--- config.mk ---
export PLATFORM = sky130hd
export DESIGN_NAME = mem_port_arbiter
export DESIGN_NICKNAME = d
export VERILOG_FILES = /design/src/rtl/mem_port_arbiter.sv
export SDC_FILE = /design/constraint.sdc
export NUM_CORES = 1
export LEC_CHECK = 0
export ABC_AREA = 0
export BUFFER_PORTS_ARGS = -buffer_cell sky130_fd_sc_hd__clkbuf_2
export CORE_ASPECT_RATIO = 1.2
export CORE_MARGIN = 8
export CORE_UTILIZATION = 46
export CTS_BUF_LIST = sky130_fd_sc_hd__clkbuf_16
export DETAILED_ROUTE_END_ITERATION = 8
export GPL_ROUTABILITY_DRIVEN = 0
export HOLD_SLACK_MARGIN = 0.06
export PLACE_DENSITY = 0.89
export SLEW_MARGIN = 20
export SYNTH_ARGS = -nofsm -noshare
export SYNTH_HDL_FRONTEND = slang
export SYNTH_SLANG_ARGS = --single-unit
--- constraint.sdc ---
create_clock -name clk -period 4.8 [get_ports clk]
set_input_delay 0.48 -clock clk [delete_from_list [all_inputs] [get_ports clk]]
set_output_delay 0.48 -clock clk [all_outputs]
set_load 0.05 [all_outputs]
--- src/rtl/mem_port_arbiter.sv ---
// Two-master (instruction/data) arbiter onto a single-outstanding memory port.
// Requests are latched and address-translated when the arbiter is idle.
module mem_port_arbiter #(
  parameter int unsigned AW        = 32,
  parameter int unsigned DW        = 32,
  parameter int unsigned MAP_EN    = 1,
  parameter int unsigned DATA_PRIO = 1
) (
  input  logic            clk,
  input  logic            rst,
  input  logic            inst_req,
  input  logic [AW-1:0]   inst_addr,
  output logic [DW-1:0]   inst_rdata,
  output logic            inst_ok,
  output logic            inst_stall,
  input  logic            data_req,
  input  logic            data_wr,
  input  logic [DW/8-1:0] data_be,
  input  logic [AW-1:0]   data_addr,
  input  logic [DW-1:0]   data_wdata,
  output logic [DW-1:0]   data_rdata,
  output logic            data_ok,
  output logic            data_stall,
  output logic            mem_req,
  output logic            mem_wr,
  output logic [DW/8-1:0] mem_be,
  output logic [AW-1:0]   mem_addr,
  output logic [DW-1:0]   mem_wdata,
  input  logic            mem_gnt,
  input  logic            mem_rvalid,
  input  logic [DW-1:0]   mem_rdata
);

  localparam int unsigned BW = DW / 8;

  typedef enum logic [1:0] {IDLE, ADDR, RESP, DONE} state_t;

  state_t          state, state_nx;
  logic            own_data, last_data;
  logic            req_wr;
  logic [BW-1:0]   req_be;
  logic [AW-1:0]   req_addr;
  logic [DW-1:0]   req_wdata;
  logic [DW-1:0]   inst_rdata_q, data_rdata_q;
  logic            any_req, pick_data;
  logic [AW-1:0]   sel_addr, sel_paddr;

  assign any_req = inst_req | data_req;
  // Round-robin tie goes to whoever was not served last.
  assign pick_data = data_req & (~inst_req | (DATA_PRIO != 0) | ~last_data);
  assign sel_addr  = pick_data ? data_addr : inst_addr;

  generate
    if (MAP_EN != 0 && AW == 32) begin : g_map
      always_comb begin
        sel_paddr = sel_addr;
        if (sel_addr[31:30] == 2'b10)
          sel_paddr = {3'b000, sel_addr[28:0]};
      end
    end else begin : g_nomap
      assign sel_paddr = sel_addr;
    end
  endgenerate

  always_comb begin
    state_nx = state;
    unique case (state)
      IDLE:    if (any_req)    state_nx = ADDR;
      ADDR:    if (mem_gnt)    state_nx = RESP;
      RESP:    if (mem_rvalid) state_nx = DONE;
      DONE:                    state_nx = IDLE;
      default:                 state_nx = IDLE;
    endcase
  end

  always_ff @(posedge clk or posedge rst) begin
    if (rst) state <= IDLE;
    else     state <= state_nx;
  end

  always_ff @(posedge clk or posedge rst) begin
    if (rst) begin
      own_data     <= 1'b0;
      last_data    <= 1'b1;
      req_wr       <= 1'b0;
      req_be       <= '0;
      req_addr     <= '0;
      req_wdata    <= '0;
      inst_rdata_q <= '0;
      data_rdata_q <= '0;
    end else begin
      if (state == IDLE && any_req) begin
        own_data  <= pick_data;
        last_data <= pick_data;
        req_wr    <= pick_data & data_wr;
        req_be    <= (pick_data && data_wr) ? data_be : '1;
        req_addr  <= sel_paddr;
        req_wdata <= pick_data ? data_wdata : '0;
      end
      if (state == RESP && mem_rvalid && !req_wr) begin
        if (own_data) data_rdata_q <= mem_rdata;
        else          inst_rdata_q <= mem_rdata;
      end
    end
  end

  assign mem_req    = (state == ADDR);
  assign mem_wr     = mem_req & req_wr;
  assign mem_be     = req_be;
  assign mem_addr   = req_addr;
  assign mem_wdata  = req_wdata;
  assign inst_ok    = (state == DONE) & ~own_data;
  assign data_ok    = (state == DONE) & own_data;
  assign inst_rdata = inst_rdata_q;
  assign data_rdata = data_rdata_q;
  assign inst_stall = inst_req & ~inst_ok;
  assign data_stall = data_req & ~data_ok;

endmodule

Yosys cells after proc, flatten, opt, wreduce, memory -nomap -nowiden
Index checks and enable logic that the tools add are counted.
Widths: inputs -> output; s select.
{"block": "word_totals", "in_bits": 139, "register_bits": 136}
{"block": "classes", "reduce_logical": 9, "muxes": 8, "eq_ne": 7, "bitwise_logic": 10}
{"op": "$mux 32", "count": 3}
{"op": "$pmux 2 s4", "count": 1}
{"op": "$and 1x1->1", "count": 6}
{"op": "$eq 2x2->1 const B", "count": 3}
{"op": "$mux 2", "count": 3}
{"op": "$logic_and 1x1->1", "count": 4}
{"op": "$mux 4", "count": 1}
{"op": "$ne 2x2->1 const B", "count": 2}
{"op": "$reduce_and 2->1", "count": 2}
{"op": "$not 1->1", "count": 3}
{"op": "$reduce_and 3->1", "count": 1}
{"op": "$eq 2x1->1 const B", "count": 1}
{"op": "$logic_not 2->1", "count": 1}
{"op": "$ne 2x1->1 const B", "count": 1}
{"op": "$logic_not 1->1", "count": 1}
{"op": "$or 1x1->1", "count": 1}

Longest topological paths before layout
Gate-level depths: netlist of the first run.
{"block": "depth", "depth_word": 4, "mapped_depth": 7}

Worst setup path after synthesis of the first run
Ideal clock, no wire load.
{"block": "synth_path", "path_kind": "reg-to-output", "start": "register state[0]", "end": "output inst_stall", "stages_incl_launch_ff": 4, "path_slack_ns": 2.600, "arrival_time_ns": 1.720, "n_path_buf": 0, "cell_sequence": "dfrtp_1 ha_1 nor2b_1 nor2b_1"}
{"block": "synth_between", "elab_chain_len": 4}
{"item": "start, declared", "line_no": "38", "rtl": "state_t state, state_nx;"}
{"item": "start signal, assigned", "line_no": "78", "rtl": "else state <= state_nx;"}
{"item": "$eq 2x2->1", "line_no": "112", "rtl": "assign inst_ok = (state == DONE) & ~own_data;"}
{"item": "$and 1x1->1", "line_no": "112"}
{"item": "named net inst_ok", "line_no": "14", "rtl": "output logic inst_ok,"}
{"item": "$not 1->1", "line_no": "116", "rtl": "assign inst_stall = inst_req & ~inst_ok;"}
{"item": "$and 1x1->1", "line_no": "116"}
{"item": "end, declared", "line_no": "15", "rtl": "output logic inst_stall,"}
The timed path passes the listed nets, and every way through them passes these cells.

Final worst setup path of the first run
{"block": "layout_path", "start": "input data_req", "end": "output data_stall"}
{"block": "layout_between", "elab_chain_len": 1}
{"item": "start, declared", "line_no": "16", "rtl": "input logic data_req,"}
{"item": "$and 1x1->1", "line_no": "117", "rtl": "assign data_stall = data_req & ~data_ok;"}
{"item": "end, declared", "line_no": "23", "rtl": "output logic data_stall,"}
Every way passes these cells.

==> results.toml, run 1 <==
[run_status]
status = "completed"

[floorplan]
die_w_um = 116
row_count = 44
dieArea_um2 = 15800
io-pin-count = 277
coreArea_um2 = 11900
fp.dieH_um = 136
initial_core_util = 0.464

[logic_synthesis]
synth_warnings = 0
synth-edff-count = 0
ys_seq_elements = 136
syn-cell-area_um2 = 5540
ys_seq_area_frac = 0.614
avgSynthCellArea_um2 = 12.2
synthTopCellsByArea = "dfrtp_1 (61%), mux2_2 (13%), nand2_1 (6.6%)"
synthArstFlopShare = 1.00
synthTopCellsByCount = "dfrtp_1 (136), nand2_1 (98), mux2_2 (63)"
yosysMostFrequentCell = "dfrtp_1"
syn_inst = 454
synth_flop_cell = "dfrtp_1"
yosys.area.top_type_share = 0.614
synth_nets = 597
synth.distinct_cells = 31
synth_top_area_cell = "dfrtp_1"

[global_routing]
grt_pass1_wl_um = 23500
grt_antenna_before_repair = 1
grt_pass1_vias = 4761
grt_max_degree = 88
grt_usage = 0.193
grt_overflow = 0

[sta]
fin_tns_setup_ns = 0
rsz0062_at_grt = "false"
finalHoldViolCount = 0
slew_headroom = 0.384
drv_slew = 0
fin_worst_skew_ns = 0.0113
finalCriticalPeriod_ns = 2.36
setup_viol = 0
layout_worst_path_cycle_share = 0.491
tightest_slew_ns = 0.923
fmax_ghz = 0.424

[clock_tree]
cts-buffers-inserted = 17
clock_path_buffers = 2
clock_latency_ns = 0.41
postCtsSetupBuffers = 0
postCtsHoldBufs = 0
clock_sinks = 136
cts.repair.resized = 0
cts_tree = "done"
clock_tree.root_cell = "clkbuf_16"
htreeDepth = 4
clkTransAtPathRegs_ns = 0.06

[critical_path]
r2r-start = "state[0]"
crit_path_end_kind = "output pin"
worst-endpoint-arrival_ns = 1.88
required_ns = 4.32
worstPathMaxFanout = 70
worst-setup-path-type = "primary input to output pin"
reg2regPathDepth = 6
start_kind = "primary input"
critPathLaunch = "data_req"

[routing]
drtPass1Iterations = 4
ant_nets = 0
wl_per_cell_um = 17.2
drc = 0
vias = 4451
drtIter0Drc = 244
drt-vias-per-instance = 4.94
wirelength_um = 15500

[placed_design]
dpl.hpwl_um = 11700
numPortBuffers = 276

[final_layout]
layout.nets = 869
drive_gt1_frac = 0.513
synthToLayoutAreaGrowth_pct = 38.5

[worst_hold_path]
hold_path.class = "primary input to asynchronous set/reset pin"

[flow_run]
maxCapViolations = 0
## cells by family after synthesis
kind of cell / after synthesis / share of synthesized area
adder cells (fa/ha/maj): 4 / 0.00903
multiplexers: 96 / 0.188
AND/OR/NAND/NOR: 143 / 0.114
buffers and inverters: 33 / 0.0302
AO/OA/AOI/OAI: 42 / 0.0451
flip-flops: 136 / 0.614
## area by class of cell
class / count / area [um^2]
Antenna cell: 1 / 2.50
Clock buffer: 17 / 425
Clock inverter: 15 / 214
Fill cell: 944 / 4270
Inverter: 5 / 23.8
Multi-Input combinational cell: 285 / 1990
Sequential cell: 136 / 3400
Tap cell: 161 / 201
Timing Repair Buffer: 281 / 1420
## worst max-delay path: stages
cell and delay (ns):
buf_2 0.12, buf_4 0.73, nor2b_1 0.22, clkbuf_2 0.29
## metal layers
layer | GRT usage | wire, um | vias to the layer above | part of all wire
met2 | 0.336 | 8110 | 198 | 0.52
met5 | 0 | 0 | - | 0
met3 | 0.0627 | 1390 | 22 | 0.089
li1 | - | - | 2103 | -
met4 | 0.0794 | 235 | 0 | 0.015
met1 | 0.210 | 5810 | 2128 | 0.37
## final timing paths
kind | to | slack, ns
worst max-delay path | data_stall | 2.44
worst min-delay path | data_rdata[2] | 0.19
worst max register to register | mem_addr[6] | 2.55
worst min register to register | mem_wdata[26] | 0.46
max in group asynchronous | mem_wdata[27] | 3.46
min in group clk | mem_be[3] | 0.29
## per-stage QoR
stage	hold WS [ns]	util	std cells	cell area, um^2	worst slack (ns)
detailed placement	0.454	0.588	868	7030	2.43
global placement	0.449	0.588	868	7030	2.50
finish	0.188	0.643	901	7680	2.44
global route	0.266	0.643	901	7680	2.34
floorplan	0.528	-	454	5540	0.681
CTS	0.271	0.642	900	7660	2.41
## placed cells by master, fill, tap and decap left out, types with 2 or more instances in the layout
cell type / instances
inv_1: 5
dfrtp_1: 136
inv_6: 6
mux2_1: 2
mux2i_1: 31
clkbuf_16: 17
bufinv_16: 4
buf_4: 5
clkinvlp_4: 2
inv_8: 2
o21ai_0: 29
ha_1: 4
mux2_2: 63
nor2b_1: 4
clkbuf_2: 275
o22a_1: 4
nand3_1: 33
nand2_1: 98
nor2_1: 2
and2_1: 2
## state kept, by name, indices dropped and copies added, names as in the netlist
register,count
data_rdata,32
req_wr,1
own_data,1
state,2
inst_rdata,32
mem_addr,32
mem_wdata,32
mem_be,4
Power of run 1 is left out: the tool's default activity adds up to more than one toggle a clock period on the data nets, which glitch-free logic cannot reach.
==> inputs of run 2 (changes only) <==
--- a/config.mk
+++ b/config.mk
@@ -5,16 +5,16 @@
 export SDC_FILE = /design/constraint.sdc
 export NUM_CORES = 1
 export LEC_CHECK = 0
-export ABC_AREA = 0
+export ABC_AREA = 1
 export BUFFER_PORTS_ARGS = -buffer_cell sky130_fd_sc_hd__clkbuf_2
 export CORE_ASPECT_RATIO = 1.2
 export CORE_MARGIN = 8
-export CORE_UTILIZATION = 46
+export CORE_UTILIZATION = 42
 export CTS_BUF_LIST = sky130_fd_sc_hd__clkbuf_16
 export DETAILED_ROUTE_END_ITERATION = 8
 export GPL_ROUTABILITY_DRIVEN = 0
 export HOLD_SLACK_MARGIN = 0.06
-export PLACE_DENSITY = 0.89
+export PLACE_DENSITY = 0.86
 export SLEW_MARGIN = 20
 export SYNTH_ARGS = -nofsm -noshare
 export SYNTH_HDL_FRONTEND = slang
==> constraint.sdc (replaced) <==
create_clock -name clk -period 2.1 [get_ports clk]
set_input_delay 0.21 -clock clk [delete_from_list [all_inputs] [get_ports clk]]
set_output_delay 0.21 -clock clk [all_outputs]
set_load 0.05 [all_outputs]
==> run 2 against run 1 <==
Critical path depth did not move. Area after synthesis rose by 1.3%. Worst hold slack got worse by 0.12 ns. Clock-buffer cell count did not move. Worst setup slack got worse by 2.2 ns. First-iteration DRC count rose by 64%. Non-clock buffer count rose by 87. Die area rose by 9.5%. Design area rose by 12%. Sequential cell count did not move. Routed wire length rose by 28%. Highest routed layer unchanged.
==> results.toml, run 2 <==
[run_status]
status = "completed"

[logic_synthesis]
ys_seq_elements = 136
yosys.area.top_type_share = 0.606
synth_flop_cell = "dfrtp_1"
synth.distinct_cells = 21
synthTopCellsByCount = "nand2_1 (249), dfrtp_1 (136), o21ai_0 (66)"
syn-cell-area_um2 = 5620
yosysMostFrequentCell = "nand2_1"
syn_inst = 620
synth-edff-count = 0
synth_nets = 763
ys_seq_area_frac = 0.606
synthTopCellsByArea = "dfrtp_1 (61%), nand2_1 (17%), o21ai_0 (5.9%)"
synthArstFlopShare = 1.00
avgSynthCellArea_um2 = 9.06
synth_top_area_cell = "dfrtp_1"
synth_warnings = 0

[critical_path]
worst-setup-path-type = "flop to output pin"
path_cells = "ha_1, inv_1, nor2_1, clkbuf_2"
required_ns = 1.89
slowest_delay_ns = 0.40
start_kind = "flop"
worst-endpoint-arrival_ns = 1.66
crit_path_end_kind = "output pin"
worstPathMaxFanout = 4
cp_slowest_cell = "dfrtp_1"

[placed_design]
dpl.hpwl_um = 13100
post_dp_cell_area_um2 = 7210
numPortBuffers = 276

[sta]
setup_viol = 0
whs_ns = 0.0731
finalCriticalPeriod_ns = 1.87
rsz0062_at_grt = "false"
fmax_ghz = 0.536
slew_headroom = 0.652
drv_slew = 0
finalHoldViolCount = 0
fin_worst_skew_ns = 0.00390
fin_tns_setup_ns = 0
layout_worst_path_cycle_share = 0.889
tightest_slew_ns = 0.521

[power_and_ir_drop]
power.internal_mw = 7.32
seq_power_share = 0.294
p_leak_nw = 4.81
vdd_ir_drop_max_mv = 1.10
clkPwrFrac = 0.182
power_frac_comb = 0.524
p_sw_mw = 8.17
p_per_area_nw_per_um2 = 1800
swShare = 0.527

[routing]
vias = 5656
drtPass1Iterations = 5
drc = 0
ant_nets = 0
wirelength_um = 19900
drt-vias-per-instance = 4.89
wl_per_cell_um = 17.2
drtIter0Drc = 401

[worst_hold_path]
hold_path.class = "primary input to flop"

[global_routing]
grt_pass1_wl_um = 31200
grt_antenna_before_repair = 1
grt_pass1_vias = 6036
grt_max_degree = 65
grt_overflow = 0
grt_usage = 0.231

[clock_tree]
clock_sinks = 136
cts_tree = "done"
clock_path_buffers = 2
clock_latency_ns = 0.40
cts.repair.resized = 0
clock_tree.root_cell = "clkbuf_16"
postCtsSetupBuffers = 0
clkTransAtPathRegs_ns = 0.06
cts-buffers-inserted = 17
htreeDepth = 4

[floorplan]
coreArea_um2 = 13100
initial_core_util = 0.428
dieArea_um2 = 17300
die_w_um = 122
io-pin-count = 277
row_count = 46
fp.dieH_um = 143

[final_layout]
fillCellCount = 985
layout_common_cells = "clkbuf_2 (275), nand2_1 (249), dfrtp_1 (136), dlygate4sd3_1 (82), o21ai_0 (66)"
stdcell_area_um2 = 8600
drive_gt1_frac = 0.355
layout.nets = 1118
synthToLayoutAreaGrowth_pct = 53.1
mostFrequentLayoutCell = "clkbuf_2"
utilization = 0.655

[flow_run]
maxCapViolations = 0
## run 2: cell count changes after synthesis, sizes merged, moves of 29 or more
cell,change
nand2,+153
nand3,-31
or2,+29
o21ai,+37
mux2i,-31
inv,+43
mux2,-65
## run 2: power groups by stage
stage               logic (mW)  registers [mW]  clock network (mW)
global route              8.59            4.68                3.00
CTS                       8.10            4.51                2.87
global placement          7.82            4.47                   0
floorplan                 1.92            8.45                   0
finish                    8.11            4.56                2.83
detailed placement        7.97            4.52                   0
## run 2: worst paths after layout
check	slack, ns	endpoint	startpoint	depth (start not counted)
hold / removal	0.07	inst_rdata[29]	mem_rdata[29]	3
setup reg to reg	0.47	mem_wdata[19]	state[1]	8
setup / recovery	0.23	inst_ok	state[0]	4
max in group asynchronous	1.04	state[0]	rst	4
min in group asynchronous	0.40	data_rdata[17]	rst	3
hold reg to reg	0.48	mem_wdata[13]	mem_wdata[13]	2
## run 2: kinds of logic (layout without fill, tap and decap cells)
family	after synthesis	after routing	synth area share
buf+inv	81	449	0.0642
other cells	0	1	0
fa+ha+maj	4	4	0.00891
simple gates	302	302	0.222
compound gates	97	97	0.0994
flops	136	136	0.606
## run 2: cell type report
cell class / count / area [um^2] / share of cell area
repair buffers: 368 / 2380 / 0.277
flip-flops and latches: 136 / 3400 / 0.396
clock inverters: 15 / 138 / 0.0160
well taps: 168 / 210 / 0.0244
clock buffers: 17 / 425 / 0.0495
diodes: 1 / 2.50 / 0.000291
multi-input cells: 403 / 1850 / 0.215
inverters: 49 / 188 / 0.0218
## run 2: per-layer routing
layer | vias to the layer above | global-route usage | wire, um | part of all wire
li1 | 2650 | - | - | -
met1 | 2606 | 0.243 | 6840 | 0.34
met2 | 307 | 0.393 | 10400 | 0.52
met3 | 93 | 0.0616 | 1410 | 0.071
met4 | 0 | 0.168 | 1260 | 0.063
met5 | - | 0 | 0 | 0
## run 2: stage by stage
step / power (mW) / worst slack [ns] / instances
after global routing: 16.3 / 0.171 / 1157
after floorplan: 10.4 / 0.197 / 620
final: 15.5 / 0.234 / 1157
after detailed placement: 12.5 / 0.469 / 1042
after global placement: 12.3 / 0.544 / 1042
after CTS: 15.5 / 0.221 / 1155
## run 2: repair_timing
item	CTS	global route
endpoints found under the setup margin	0	0
hold buffers	81	1
endpoints found under the hold margin	111	1
## run 2: critical path, delay by kind of cell (launching register included)
kind	cells	cell delay (ns)
adders and majority gates	1	0.19
and+or+nand+nor	1	0.28
buffers and inverters	2	0.39
DFF	1	0.40
(Power assumes the default switching activity.)
